$ cat src/rtl/iod_delay_trainer_pkg.sv
// iod_train_pkg: shared FSM states, direction codes and datapath widths for the IOD delay trainer
package iod_train_pkg;
  localparam int TAP_W = 8;
  localparam int CNT_W = 8;
  localparam logic DIR_INC = 1'b1;
  localparam logic DIR_DEC = 1'b0;
  typedef enum logic [3:0] {
    ST_IDLE, ST_LOAD, ST_CLEAR, ST_SETTLE, ST_SAMPLE, ST_DECIDE, ST_MOVE, ST_DONE, ST_FAIL
  } state_t;
endpackage

$ cat src/rtl/iod_delay_trainer_if.sv
// iod_delay_trainer_if: trainer bus (start, eye flags, range error in; load/move/dir/clear pulses, busy/done/fail, tap_pos out)
interface iod_delay_trainer_if;
  import iod_train_pkg::*;
  logic start;
  logic eye_monitor_early;
  logic eye_monitor_late;
  logic delay_line_out_of_range;
  logic delay_line_load;
  logic delay_line_move;
  logic delay_line_direction;
  logic eye_monitor_clear_flags;
  logic busy;
  logic done;
  logic fail;
  logic [TAP_W-1:0] tap_pos;
  modport master (
    input  start, eye_monitor_early, eye_monitor_late, delay_line_out_of_range,
    output delay_line_load, delay_line_move, delay_line_direction, eye_monitor_clear_flags,
    output busy, done, fail, tap_pos
  );
  modport slave (
    output start, eye_monitor_early, eye_monitor_late, delay_line_out_of_range,
    input  delay_line_load, delay_line_move, delay_line_direction, eye_monitor_clear_flags,
    input  busy, done, fail, tap_pos
  );
endinterface

$ cat src/rtl/iod_eye_window_counter.sv
// iod_eye_window_counter: settle then sample timer with early/late tallies (clear/start/flags in; settle_done, window_done, early_cnt, late_cnt out)
module iod_eye_window_counter
  import iod_train_pkg::*;
#(
  parameter int SETTLE_CYCLES = 8,
  parameter int SAMPLE_CYCLES = 32
) (
  input  logic             clk,
  input  logic             rst,
  input  logic             clear,
  input  logic             start,
  input  logic             early,
  input  logic             late,
  output logic             settle_done,
  output logic             window_done,
  output logic [CNT_W-1:0] early_cnt,
  output logic [CNT_W-1:0] late_cnt
);
  logic settling, sampling;
  logic [7:0] cyc;
  assign settle_done = settling && cyc == 8'(SETTLE_CYCLES - 1);
  assign window_done = sampling && cyc == 8'(SAMPLE_CYCLES - 1);
  always_ff @(posedge clk or posedge rst)
    if (rst) begin
      settling  <= 1'b0;
      sampling  <= 1'b0;
      cyc       <= '0;
      early_cnt <= '0;
      late_cnt  <= '0;
    end else begin
      early_cnt <= clear ? '0 : early_cnt + CNT_W'(sampling && early);
      late_cnt  <= clear ? '0 : late_cnt + CNT_W'(sampling && late);
      settling  <= start || (!clear && settling && !settle_done);
      sampling  <= !start && !clear && (settle_done || (sampling && !window_done));
      cyc       <= (start || clear || settle_done || window_done) ? '0 : cyc + 8'(settling || sampling);
    end
endmodule

$ cat src/rtl/iod_delay_trainer.sv
// iod_delay_trainer: per-lane RX delay centring FSM (fab_clk, arst, bus.master: drives IOD load/move/dir/clear, reports busy/done/fail/tap_pos)
module iod_delay_trainer
  import iod_train_pkg::*;
#(
  parameter int INIT_TAP      = 1,
  parameter int MAX_TAP       = 127,
  parameter int SETTLE_CYCLES = 8,
  parameter int SAMPLE_CYCLES = 32,
  parameter int THRESH        = 4,
  parameter int LOCK_WINDOWS  = 3,
  parameter int MAX_MOVES     = 200
) (
  input logic                 fab_clk,
  input logic                 arst,
  iod_delay_trainer_if.master bus
);
  localparam logic [TAP_W-1:0] TAP_INIT = TAP_W'(INIT_TAP);
  localparam logic [TAP_W-1:0] TAP_MAX  = TAP_W'(MAX_TAP);
  localparam logic [CNT_W:0]   THR      = (CNT_W + 1)'(THRESH);
  localparam logic [3:0]       LOCK_N   = 4'(LOCK_WINDOWS);
  localparam logic [9:0]       MOVE_N   = 10'(MAX_MOVES);
  state_t state, nxt;
  logic [TAP_W-1:0] tap;
  logic [CNT_W-1:0] early_cnt, late_cnt;
  logic [3:0] lock_cnt;
  logic [9:0] move_cnt;
  logic dir, oor_q, oor_any, early_hi, late_hi, lock_hit, move_hit, settle_done, window_done;
  iod_eye_window_counter #(
    .SETTLE_CYCLES(SETTLE_CYCLES),
    .SAMPLE_CYCLES(SAMPLE_CYCLES)
  ) u_win (
    .clk        (fab_clk),
    .rst        (arst),
    .clear      (state == ST_CLEAR),
    .start      (state == ST_CLEAR),
    .early      (bus.eye_monitor_early),
    .late       (bus.eye_monitor_late),
    .settle_done(settle_done),
    .window_done(window_done),
    .early_cnt  (early_cnt),
    .late_cnt   (late_cnt)
  );
  assign oor_any  = oor_q || bus.delay_line_out_of_range;
  assign early_hi = {1'b0, early_cnt} >= {1'b0, late_cnt} + THR;
  assign late_hi  = {1'b0, late_cnt} >= {1'b0, early_cnt} + THR;
  assign lock_hit = lock_cnt + 4'd1 == LOCK_N;
  assign move_hit = move_cnt + 10'd1 == MOVE_N;
  assign bus.delay_line_load         = state == ST_LOAD;
  assign bus.eye_monitor_clear_flags = state == ST_CLEAR;
  assign bus.delay_line_move         = state == ST_MOVE;
  assign bus.delay_line_direction    = dir;
  assign bus.busy                    = !(state inside {ST_IDLE, ST_DONE, ST_FAIL});
  assign bus.done                    = state == ST_DONE;
  assign bus.fail                    = state == ST_FAIL;
  assign bus.tap_pos                 = tap;
  always_ff @(posedge fab_clk or posedge arst)
    if (arst) state <= ST_IDLE;
    else state <= nxt;
  always_comb begin
    nxt = state;
    case (state)
      ST_IDLE, ST_DONE, ST_FAIL: nxt = bus.start ? ST_LOAD : state;
      ST_LOAD:   nxt = ST_CLEAR;
      ST_CLEAR:  nxt = ST_SETTLE;
      ST_SETTLE: nxt = settle_done ? ST_SAMPLE : ST_SETTLE;
      ST_SAMPLE: nxt = window_done ? ST_DECIDE : ST_SAMPLE;
      ST_DECIDE: nxt = oor_any  ? ST_FAIL :
                       early_hi ? (tap == TAP_MAX ? ST_FAIL : ST_MOVE) :
                       late_hi  ? (tap == '0 ? ST_FAIL : ST_MOVE) :
                       lock_hit ? ST_DONE : ST_CLEAR;
      ST_MOVE:   nxt = move_hit ? ST_FAIL : ST_CLEAR;
      default:   nxt = ST_IDLE;
    endcase
  end
  always_ff @(posedge fab_clk or posedge arst)
    if (arst) begin
      tap      <= TAP_INIT;
      dir      <= 1'b0;
      oor_q    <= 1'b0;
      lock_cnt <= '0;
      move_cnt <= '0;
    end else begin
      oor_q <= (nxt == ST_LOAD) ? 1'b0 : oor_any && state != ST_IDLE;
      if (state == ST_LOAD) begin
        tap      <= TAP_INIT;
        lock_cnt <= '0;
        move_cnt <= '0;
      end
      if (state == ST_DECIDE) lock_cnt <= (early_hi || late_hi) ? '0 : lock_cnt + 4'd1;
      if (state == ST_DECIDE && nxt == ST_MOVE) dir <= early_hi ? DIR_INC : DIR_DEC;
      if (state == ST_MOVE) begin
        tap      <= dir ? tap + 1'b1 : tap - 1'b1;
        move_cnt <= move_cnt + 10'd1;
      end
    end
endmodule

$ cat src/flat_wrapper.sv
// flat-port wrapper written by rule: the top's interface ports become plain ports
module iod_delay_trainer_flat import iod_train_pkg::*;
#(
  parameter int INIT_TAP      = 1,
  parameter int MAX_TAP       = 127,
  parameter int SETTLE_CYCLES = 8,
  parameter int SAMPLE_CYCLES = 32,
  parameter int THRESH        = 4,
  parameter int LOCK_WINDOWS  = 3,
  parameter int MAX_MOVES     = 200
)
  (fab_clk, arst, bus_start, bus_eye_monitor_early, bus_eye_monitor_late, bus_delay_line_out_of_range, bus_delay_line_load, bus_delay_line_move, bus_delay_line_direction, bus_eye_monitor_clear_flags, bus_busy, bus_done, bus_fail, bus_tap_pos);
  iod_delay_trainer_if bus_i ();
  input logic fab_clk;
  input logic arst;
  input wire logic [$bits(bus_i.start)-1:0] bus_start;
  input wire logic [$bits(bus_i.eye_monitor_early)-1:0] bus_eye_monitor_early;
  input wire logic [$bits(bus_i.eye_monitor_late)-1:0] bus_eye_monitor_late;
  input wire logic [$bits(bus_i.delay_line_out_of_range)-1:0] bus_delay_line_out_of_range;
  output wire logic [$bits(bus_i.delay_line_load)-1:0] bus_delay_line_load;
  output wire logic [$bits(bus_i.delay_line_move)-1:0] bus_delay_line_move;
  output wire logic [$bits(bus_i.delay_line_direction)-1:0] bus_delay_line_direction;
  output wire logic [$bits(bus_i.eye_monitor_clear_flags)-1:0] bus_eye_monitor_clear_flags;
  output wire logic [$bits(bus_i.busy)-1:0] bus_busy;
  output wire logic [$bits(bus_i.done)-1:0] bus_done;
  output wire logic [$bits(bus_i.fail)-1:0] bus_fail;
  output wire logic [$bits(bus_i.tap_pos)-1:0] bus_tap_pos;
  assign bus_i.start = bus_start;
  assign bus_i.eye_monitor_early = bus_eye_monitor_early;
  assign bus_i.eye_monitor_late = bus_eye_monitor_late;
  assign bus_i.delay_line_out_of_range = bus_delay_line_out_of_range;
  assign bus_delay_line_load = bus_i.delay_line_load;
  assign bus_delay_line_move = bus_i.delay_line_move;
  assign bus_delay_line_direction = bus_i.delay_line_direction;
  assign bus_eye_monitor_clear_flags = bus_i.eye_monitor_clear_flags;
  assign bus_busy = bus_i.busy;
  assign bus_done = bus_i.done;
  assign bus_fail = bus_i.fail;
  assign bus_tap_pos = bus_i.tap_pos;
  iod_delay_trainer #(.INIT_TAP(INIT_TAP), .MAX_TAP(MAX_TAP), .SETTLE_CYCLES(SETTLE_CYCLES), .SAMPLE_CYCLES(SAMPLE_CYCLES), .THRESH(THRESH), .LOCK_WINDOWS(LOCK_WINDOWS), .MAX_MOVES(MAX_MOVES)) u_core (.fab_clk(fab_clk), .arst(arst), .bus(bus_i));
endmodule
$ cat config.mk
export PLATFORM = sky130hd
export DESIGN_NAME = iod_delay_trainer_flat
export DESIGN_NICKNAME = d
export VERILOG_FILES = /design/src/rtl/iod_delay_trainer_pkg.sv /design/src/rtl/iod_delay_trainer_if.sv /design/src/rtl/iod_eye_window_counter.sv /design/src/rtl/iod_delay_trainer.sv /design/src/flat_wrapper.sv
export SDC_FILE = /design/constraint.sdc
export NUM_CORES = 1
export LEC_CHECK = 0
export CAP_MARGIN = 20
export CORE_MARGIN = 8
export CORE_UTILIZATION = 55
export CTS_CLUSTER_SIZE = 10
export DETAILED_ROUTE_END_ITERATION = 10
export PLACE_DENSITY_LB_ADDON = 0.25
export SLEW_MARGIN = 20
export SYNTH_ARGS = -nofsm -noshare
export SYNTH_HDL_FRONTEND = slang
export SYNTH_HIERARCHICAL = 1
export SYNTH_SLANG_ARGS = --single-unit
export TNS_END_PERCENT = 30
$ cat constraint.sdc
create_clock -name fab_clk -period 2.7 [get_ports fab_clk]
set_input_delay 0.54 -clock fab_clk [delete_from_list [all_inputs] [get_ports fab_clk]]
set_output_delay 0.54 -clock fab_clk [all_outputs]
set_load 0.01 [all_outputs]
==> flow_results.org, run 1 <==
** Drt
- In the final routed layout, each cell accounts on average for 14.5 µm.
- Once detail routing completed, the nets flagged for antenna violations numbered 0.
- Highest metal layer with signal wires :: met4
- For this block, wires on met1 add up to 3720 µm.
- Total routed wirelength :: 8170 µm
- Detailed route wirelength on metal3 :: 303 µm
- After detailed routing, the met2 layer carries 4060 µm of wire.
- After detailed routing, the number of remaining DRC violations is 0.
- Overall via count from detail_route :: 3,260
- The first detailed-routing pass took 6 iterations.
- Via density per instance :: 5.78
- For this block, the initial DRC count from the detailed router was 159.

** Synthesis
- Dominant register cell in the synthesized netlist :: dfrtp_1
- Most repeated cell in the gate-level netlist after synthesis :: dfrtp_1
- Syn. warnings :: 6
- Sequential share of the synthesized area :: 0.352
- The synthesized design contains 54 register bits.
- Number of distinct library cell variants in the gate-level netlist after synthesis :: 67
- Post-synth top area cell :: dfrtp_1
- After synthesis, the cell types taking the most area are dfrtp_1 (35%), ha_1 (11%), nand2_1 (5.1%).
- Mapped cell area :: 0.00384 mm²
- Post-Syn Instances :: 439
- Post-synth EDFFs :: 0
- Share of flip-flops with an asynchronous set or reset after synthesis :: 1.00
- The commonest cells after synthesis are dfrtp_1 (53), nand2_1 (52), ha_1 (33), nor2_1 (33), o21ai_0 (30).
- After synthesis, the mean cell area works out to 8.76 µm².
- When the netlist entered floorplanning its net count stood at 479.
- Share of Yosys cell area claimed by the top area cell type :: 0.345

** Critical path
- R2R setup slack :: 90 ps
- Highest net fanout along the worst path :: 4
- Counting cells, the worst reg-to-reg path comes to 11.
- Cell with the largest stage delay on the worst path :: dfrtp_1
- STA puts the critical path data required time at 2930 ps.
- Setup CP Type :: flop to flop
- The critical path goes through ha_1 -> nand3_1 -> xor2_1 -> ha_1 -> a2111oi_4 -> o21ai_1 -> a21oi_2 -> nor3_2 -> a211oi_4 -> a211oi_2 -> a311oi_2.
- Kind of launch point of the worst setup path :: flop
- Endpoint of the most critical register-to-register path :: u_core/oor_q
- In this run the worst setup path begins at u_core/u_win/early_cnt[2].
- In this run the critical register-to-register path is launched from u_core/u_win/early_cnt[2].
- Among the stages of the critical path, the cell type that occurs most often is ha_1.
- Worst endpoint data arrival time :: 2850 ps
- STA classifies the critical path endpoint as a flop.
- On the worst path, the slowest cell contributes a delay of 390 ps.

** Cells and area
- NumNets Final :: 507
- Utilization after layout :: 0.638
- Fill count :: 564
- Number of antenna repair diodes :: 0
- Fin cells :: 564
- Relative area change from synthesis to final layout :: 12.8%
- Fraction of layout instances using a drive strength above 1 :: 0.115

** Hold path
- Number of stages on the worst hold path :: 1
- For hold timing, the worst endpoint is u_core/move_cnt[9].
- In this run the most critical hold path is launched from u_core/move_cnt[9].
- In this run the worst hold path is classified as flop to flop.

** Clock tree
- Clock latency on the worst-skew pair :: 320 ps
- In this run, CTS created clock tree buffers numbering 5.
- Total clock sinks :: 54
- The H-tree was split into 2 levels.
- Largest buffer count on any clock path :: 2
- The root buffer cell chosen for the clock tree is clkbuf_8.
- TritonCTS built the clock tree.
- Buffers inserted to repair hold after CTS numbered 0.
- Clock-pin slew was measured on the worst setup and hold paths at 110 ps.

** Job
- MaxCap Viol Count :: 0

** Power and ir drop
- Clock Power Share :: 0.203
- Internal power of the cells :: 1430 µW
- Proportion of power drawn by flip-flops and latches :: 0.466
- Worst vdd rail ir drop :: 0.442 mV
- Of the total power, the share spent switching nets is 0.375.
- For this design the ratio of total power to cell area is 527 mW/mm².
- Static leakage power :: 0.00189 µW
- The analysis attributes to net switching a power of 856 µW.
- Combinational cell fraction of total power :: 0.331

** Global route
- After global routing the overflow that remains totals 0.
- The number of antenna violations at the first check in global routing was 0.
- The number of global-route vias before repair came to 3,211.
- Global routing usage summed across all routing layers :: 0.175
- Pin count of the biggest net entering global routing :: 29
- The first global-routing pass estimated 14,500 µm of wire.

** Placed design
- Prior to clock tree synthesis, the placed netlist has a worst setup slack of -40.4 ps.
- GPL Wtd Cong :: 0.884
- Once detailed placement completed, the half-perimeter wirelength came to 6070 µm.
- Once placement completed, the tool counted placed cells totaling 554.
- IO buf count :: 20

** STA
- Fin crit period :: 2610 ps
- The number of failing hold endpoints at the final stage was 0.
- Number of slew-limit violations in the final report :: 0
- Share of the clock period used by the worst path after layout :: 0.968
- Maximum clock frequency :: 383 MHz
- Setup violations remaining at the end of the flow were counted as 0.
- Setup repair after global routing could not meet its margin everywhere.
- Pin slew with the least headroom to its limit :: 611 ps
- Setup slack closes at 86.5 ps.
- The worst pin sits at a relative slew slack of 0.591.
- Fin Clk Skew :: 12.2 ps

** Floorplan
- Die span in x :: 99.6 µm
- Top-Level Pins :: 21
- In this run the vertical extent of the chip is 99.6 µm.
- Core area :: 0.00679 mm²
- In this run the core area contains 30 standard-cell rows.
- The initial utilization of the core area, before any placement, comes to 0.566.
- Overall die area :: 0.00992 mm²

** Status
- Outcome :: complete, no violations
==> area by class of cell <==
cell class                 count  area (µm²)  area share
multi-input combinational    348        2360       0.546
sequential                    54        1350       0.312
timing repair buffer          38         335      0.0774
tap                           96         120      0.0277
inverter                      20        75.1      0.0173
clock buffer                   6        72.6      0.0167
clock inverter                 2        13.8     0.00318
==> worst max path at each step <==
stage               slack [ps]                               to
finish                      90                     u_core/oor_q
global route               -80  u_core/bus.delay_line_direction
CTS                          1                     u_core/oor_q
detailed placement         -40                  u_core/state[3]
global placement           150                  u_core/state[3]
floorplan                  130                  u_core/state[3]
==> worst max-delay path: cells and delay by family (launching register included) <==
family          cells  cell delay (ps)
xor+xnor            1              150
fa+ha+maj           2              530
simple gates        2              200
compound gates      6             1280
flops               1              390
==> power groups by stage <==
stage               registers [µW]  logic, µW  clock network (µW)
finish                        1060        756                 463
global route                  1090        849                 505
CTS                           1060        761                 479
detailed placement            1070        758                   0
global placement              1070        731                   0
floorplan                      976        585                   0
==> cells in the final DEF (no fill, tap or decap), types with 4 or more instances in the layout <==
cell	instances
nor3_1	8
o31ai_1	5
a211oi_1	4
a21oi_1	19
or3_1	8
o22ai_1	7
buf_4	18
o21ai_0	30
o21ai_1	4
and2_1	4
inv_1	19
nand4_1	7
nand2_1	52
or2_2	4
nand3_1	29
nor2_1	32
clkbuf_8	5
xnor2_1	9
ha_1	33
clkdlybuf4s50_1	20
nor2b_1	12
dfrtp_1	53
xor2_1	17
==> registers in the layout (all words and copies together) (netlist names) <==
| signal | cells |
|---|---|
| u_core/bus.delay_line_direction | 1 |
| u_core/bus.tap_pos | 8 |
| u_core/lock_cnt | 4 |
| u_core/move_cnt | 10 |
| u_core/oor_q | 1 |
| u_core/state | 4 |
| u_core/u_win/cyc | 8 |
| u_core/u_win/early_cnt | 8 |
| u_core/u_win/late_cnt | 8 |
| u_core/u_win/sampling | 1 |
| u_core/u_win/settling | 1 |
==> routing by layer <==
layer	vias up	track usage
li1	1622	-
met1	1574	0.212
met2	55	0.308
met3	9	0.0321
met4	0	0.0454
met5	-	0
==> per-stage QoR <==
step	total power [µW]	TNS [ps]	hold slack, ps	instance area [µm²]
after global routing	2440	-289	571	4330
after detailed placement	1830	-40.4	504	4210
after CTS	2300	0	519	4300
after global placement	1800	0	499	4210
after floorplan	1560	0	472	3840
final	2280	0	519	4330
==> logic make-up (layout without fill, tap and decap cells) <==
logic type               after synthesis  in the layout  synth area share
AO/OA/AOI/OAI                         99             99             0.174
flip-flops                            54             54             0.352
buffers and inverters                 37             66            0.0417
adder cells (fa/ha/maj)               34             34             0.113
AND/OR/NAND/NOR                      187            187             0.255
XOR/XNOR                              26             26            0.0592
multiplexers                           2              2           0.00651
==> what timing repair did <==
action / in CTS / in global routing
pin swaps: 0 / 3
setup endpoints to repair: 1 / 6
buffers inserted: 0 / 2
resized for setup: 2 / 3
Power figures use the tool's default switching activity.
==> run 2, diff against run 1 <==
SETUP_SLACK_MARGIN = 0.5   (was unset)
==> flow_results.org, run 2 (synthesis results as in run 1) <==
** Status
- Outcome: complete, no violations (unchanged).

** Critical path
- The number of gates on the worst path with buffers counted was 10 (was 11).
- The highest cell delay on the worst timing path was 410 ps (was 390 ps).
- Endpoint type of the worst setup path :: flop (unchanged)
- The highest fanout seen on the critical path was 4 (unchanged).
- The endpoint of the most critical register-to-register path is u_core/state[3] (was u_core/oor_q).
- Critical path cell sequence :: and3_1 -> nand3_1 -> xor2_1 -> ha_1 -> a211oi_2 -> nand3_1 -> a31oi_4 -> nor4_4 -> a2111oi_1 -> o221ai_1 (was ha_1 -> nand3_1 -> xor2_1 -> ha_1 -> a2111oi_4 -> o21ai_1 -> a21oi_2 -> nor3_2 -> a211oi_4 -> a211oi_2 -> a311oi_2)
- CP startpoint :: u_core/u_win/late_cnt[4] (was u_core/u_win/early_cnt[2])
- The cell with the largest stage delay on the worst path is dfrtp_2 (was dfrtp_1).
- Buffers & Inverters on Critical Path :: 0 (unchanged)
- Setup CP Type :: flop to flop (unchanged)
- The most numerous cell on the critical path is nand3_1 (was ha_1).
- Reg-to-reg startpoint :: u_core/u_win/late_cnt[4] (was u_core/u_win/early_cnt[2])
- The capture point of the critical path is u_core/state[3] (was u_core/oor_q).
- Required time at the endpoint of the critical path :: 2870 ps (was 2930 ps)
- The critical path launch point type is a flop (unchanged).
- Cell depth of the worst flop-to-flop path :: 10 (was 11)
- The slack of the worst reg-to-reg path came to 180 ps (was 90 ps).
- Delay-heaviest family, CP :: compound AO/OA/AOI/OAI gates (unchanged)
- The arrival time at the worst endpoint is 2690 ps (was 2850 ps).

** Global route
- Number of global-route vias before repair :: 3,141 (was 3,211)
- The total track usage is 0.171 (was 0.175).
- The leftover overflow at the end of global routing was 0 (unchanged).
- Pin count of the biggest net entering global routing :: 29 (unchanged)
- Global-route wire length before repair :: 14,100 µm (was 14,500 µm)
- Number of antenna violations at the first check in global routing :: 0 (unchanged)

** Cells and area
- Most frequent cells in the layout: nand2_1 (51), dfrtp_1 (44), ha_1 (31) (was dfrtp_1 (53), nand2_1 (52), ha_1 (33)).
- The post-layout net count is 518 (was 507).
- Relative area change from synthesis to final layout :: 17.2% (was 12.8%)
- The register with the highest flop count is u_core/move_cnt (unchanged).
- Most frequent standard cell in the layout excluding fill and tap cells :: nand2_1 (was dfrtp_1)
- The fraction of layout cells with a size suffix above 1 was 0.180 (was 0.115).
- Fill count :: 541 (was 564)
- Final std cell area, no fill :: 0.00450 mm² (was 0.00433 mm²)
- Number of antenna repair diodes :: 0 (unchanged)
- The number of flip-flops under the largest register name was 10 (unchanged).

** Floorplan
- The die footprint came to 0.00992 mm² (unchanged).
- Starting Density :: 0.566 (unchanged)
- The I/O pin count is 21 (unchanged).
- The floorplan core area is 0.00679 mm² (unchanged).
- The floorplan die width came to 99.6 µm (unchanged).
- Rows :: 30 (unchanged)
- Overall die height :: 99.6 µm (unchanged)

** Placed design
- The post-detailed-placement cell area is 0.00421 mm² (about the same).
- Post-detail-place hpwl :: 6090 µm (was 6070 µm)
- The number of buffers inserted by port buffering was 20 (unchanged).
- The final weighted congestion in routability-driven placement is 0.872 (was 0.884).

** STA
- The setup TNS came to 0 ps (unchanged).
- The final critical delay including setup and external delays came to 2520 ps (was 2610 ps).
- Pin slew with the least headroom to its limit :: 661 ps (was 611 ps)
- The tightest slew margin relative to the limit came to 0.557 (was 0.591).
- The final worst clock skew was 5.72 ps (was 12.2 ps).
- The achievable frequency came to 396 MHz (was 383 MHz).
- The final worst-path cycle share was 0.934 (was 0.968).
- Hold violation count in the final report :: 0 (unchanged)
- Unrepaired setup endpoints after global routing: true (unchanged).
- The final max-slew violation count was 0 (unchanged).
- Number of failing setup endpoints in the final timing report :: 0 (unchanged)

** Power and ir drop
- Power density relative to cell area :: 525 mW/mm² (was 527 mW/mm²)
- Worst vdd rail ir drop :: 0.499 mV (was 0.442 mV)
- The static power due to leakage is 0.00194 µW (was 0.00189 µW).

** Clock tree
- Clock buffers created by TritonCTS :: 5 (unchanged)
- Total clock sinks :: 54 (unchanged)
- The CTS clock-pin slew for the worst setup and hold paths was 100 ps (was 110 ps).
- The clock network latency to the later pin of the worst-skew pair was 310 ps (was 320 ps).
- Number of hold buffers added after CTS :: 0 (unchanged)
- Level count of the clock H-tree :: 2 (unchanged)
- The clock tree buffer depth was 2 (unchanged).
- The library cell used as clock root buffer was clkbuf_8 (unchanged).
- The CTS tree is done (unchanged).

** Drt
- The routed via count divided by cell count came to 5.77 (was 5.78).
- Routed Antenna Nets :: 0 (unchanged)
- The number of optimization iterations in the first detailed-route pass is 4 (was 6).
- The vias after detailed routing is 3,317 (was 3,260).
- The routed wirelength normalized by instance count is 15.0 µm (was 14.5 µm).
- The violation count after the first detailed-routing iteration came to 191 (was 159).
- The number of DRC violations after detailed routing came to 0 (unchanged).
- The final routed wirelength across all metal layers came to 8620 µm (was 8170 µm).

** Job
- MaxCap Viol Count :: 0 (unchanged)

** Hold path
- Hold crit path type :: flop to flop (unchanged)
[run 2: changes by cell type in the layout (fill, tap and decap cells not counted), sizes merged]
cell / delta
buf: +11
clkbuf: -1
clkdlybuf4s50: -1
clkinvlp: +1
dlygate4sd2: +1
[run 2: worst min-delay path by stage]
stage | startpoint | to | slack [ps] | cells after the start
2_1_floorplan | u_core/move_cnt[9] | u_core/move_cnt[9] | 470 | 1
4_1_cts | u_core/move_cnt[9] | u_core/move_cnt[9] | 530 | 1
6_report | u_core/move_cnt[9] | u_core/move_cnt[9] | 520 | 1
5_1_grt | u_core/move_cnt[9] | u_core/move_cnt[9] | 550 | 1
3_3_place_gp | u_core/move_cnt[9] | u_core/move_cnt[9] | 500 | 1
3_5_place_dp | u_core/move_cnt[9] | u_core/move_cnt[9] | 520 | 1
[run 2: repair_timing]
| action | 4_1_cts | 5_1_grt |
|---|---|---|
| hold endpoints to repair | 0 | 0 |
| gates resized for setup | 13 | 13 |
| setup endpoints to repair | 17 | 17 |
| setup buffers | 6 | 9 |
| pin swaps | 0 | 8 |
[run 2: worst register-to-register path: cells and delay by family, from the launching register on]
family / cells / cell delay [ps]
xor+xnor: 1 / 160
fa+ha+maj: 1 / 290
simple gates: 4 / 510
compound gates: 4 / 1020
flops: 1 / 410
[run 2: area by class of cell]
class                           instances  area (µm²)  area share
Sequential cell                        54        1360       0.303
Multi-Input combinational cell        348        2440       0.541
Inverter                               20        75.1      0.0167
Clock inverter                          3        21.3     0.00472
Clock buffer                            5        68.8      0.0153
Timing Repair Buffer                   49         417      0.0925
Tap cell                               96         120      0.0267
[run 2: through the flow]
step	total power [µW]	utilization	setup slack (ps)	cells	hold slack, ps
6_report	2360	0.663	178	575	521
5_1_grt	2510	0.663	24.7	575	546
4_1_cts	2350	0.645	210	566	530
3_5_place_dp	1820	0.620	132	552	516
3_3_place_gp	1800	0.620	290	552	497
2_1_floorplan	1560	-	269	439	472
[run 2: per-layer routing]
metal,vias to the layer above,GRT usage,part of all wire
li1,1644,-,-
met1,1597,0.208,0.45
met2,72,0.298,0.51
met3,4,0.0286,0.038
met4,0,0.0570,0.0060
met5,-,0,0
[run 2: power by group]
part,internal [µW],switching (µW),leakage (µW)
sequential,909,155,0.000713
combinational,385,449,0.00118
clock,183,281,0.0000441
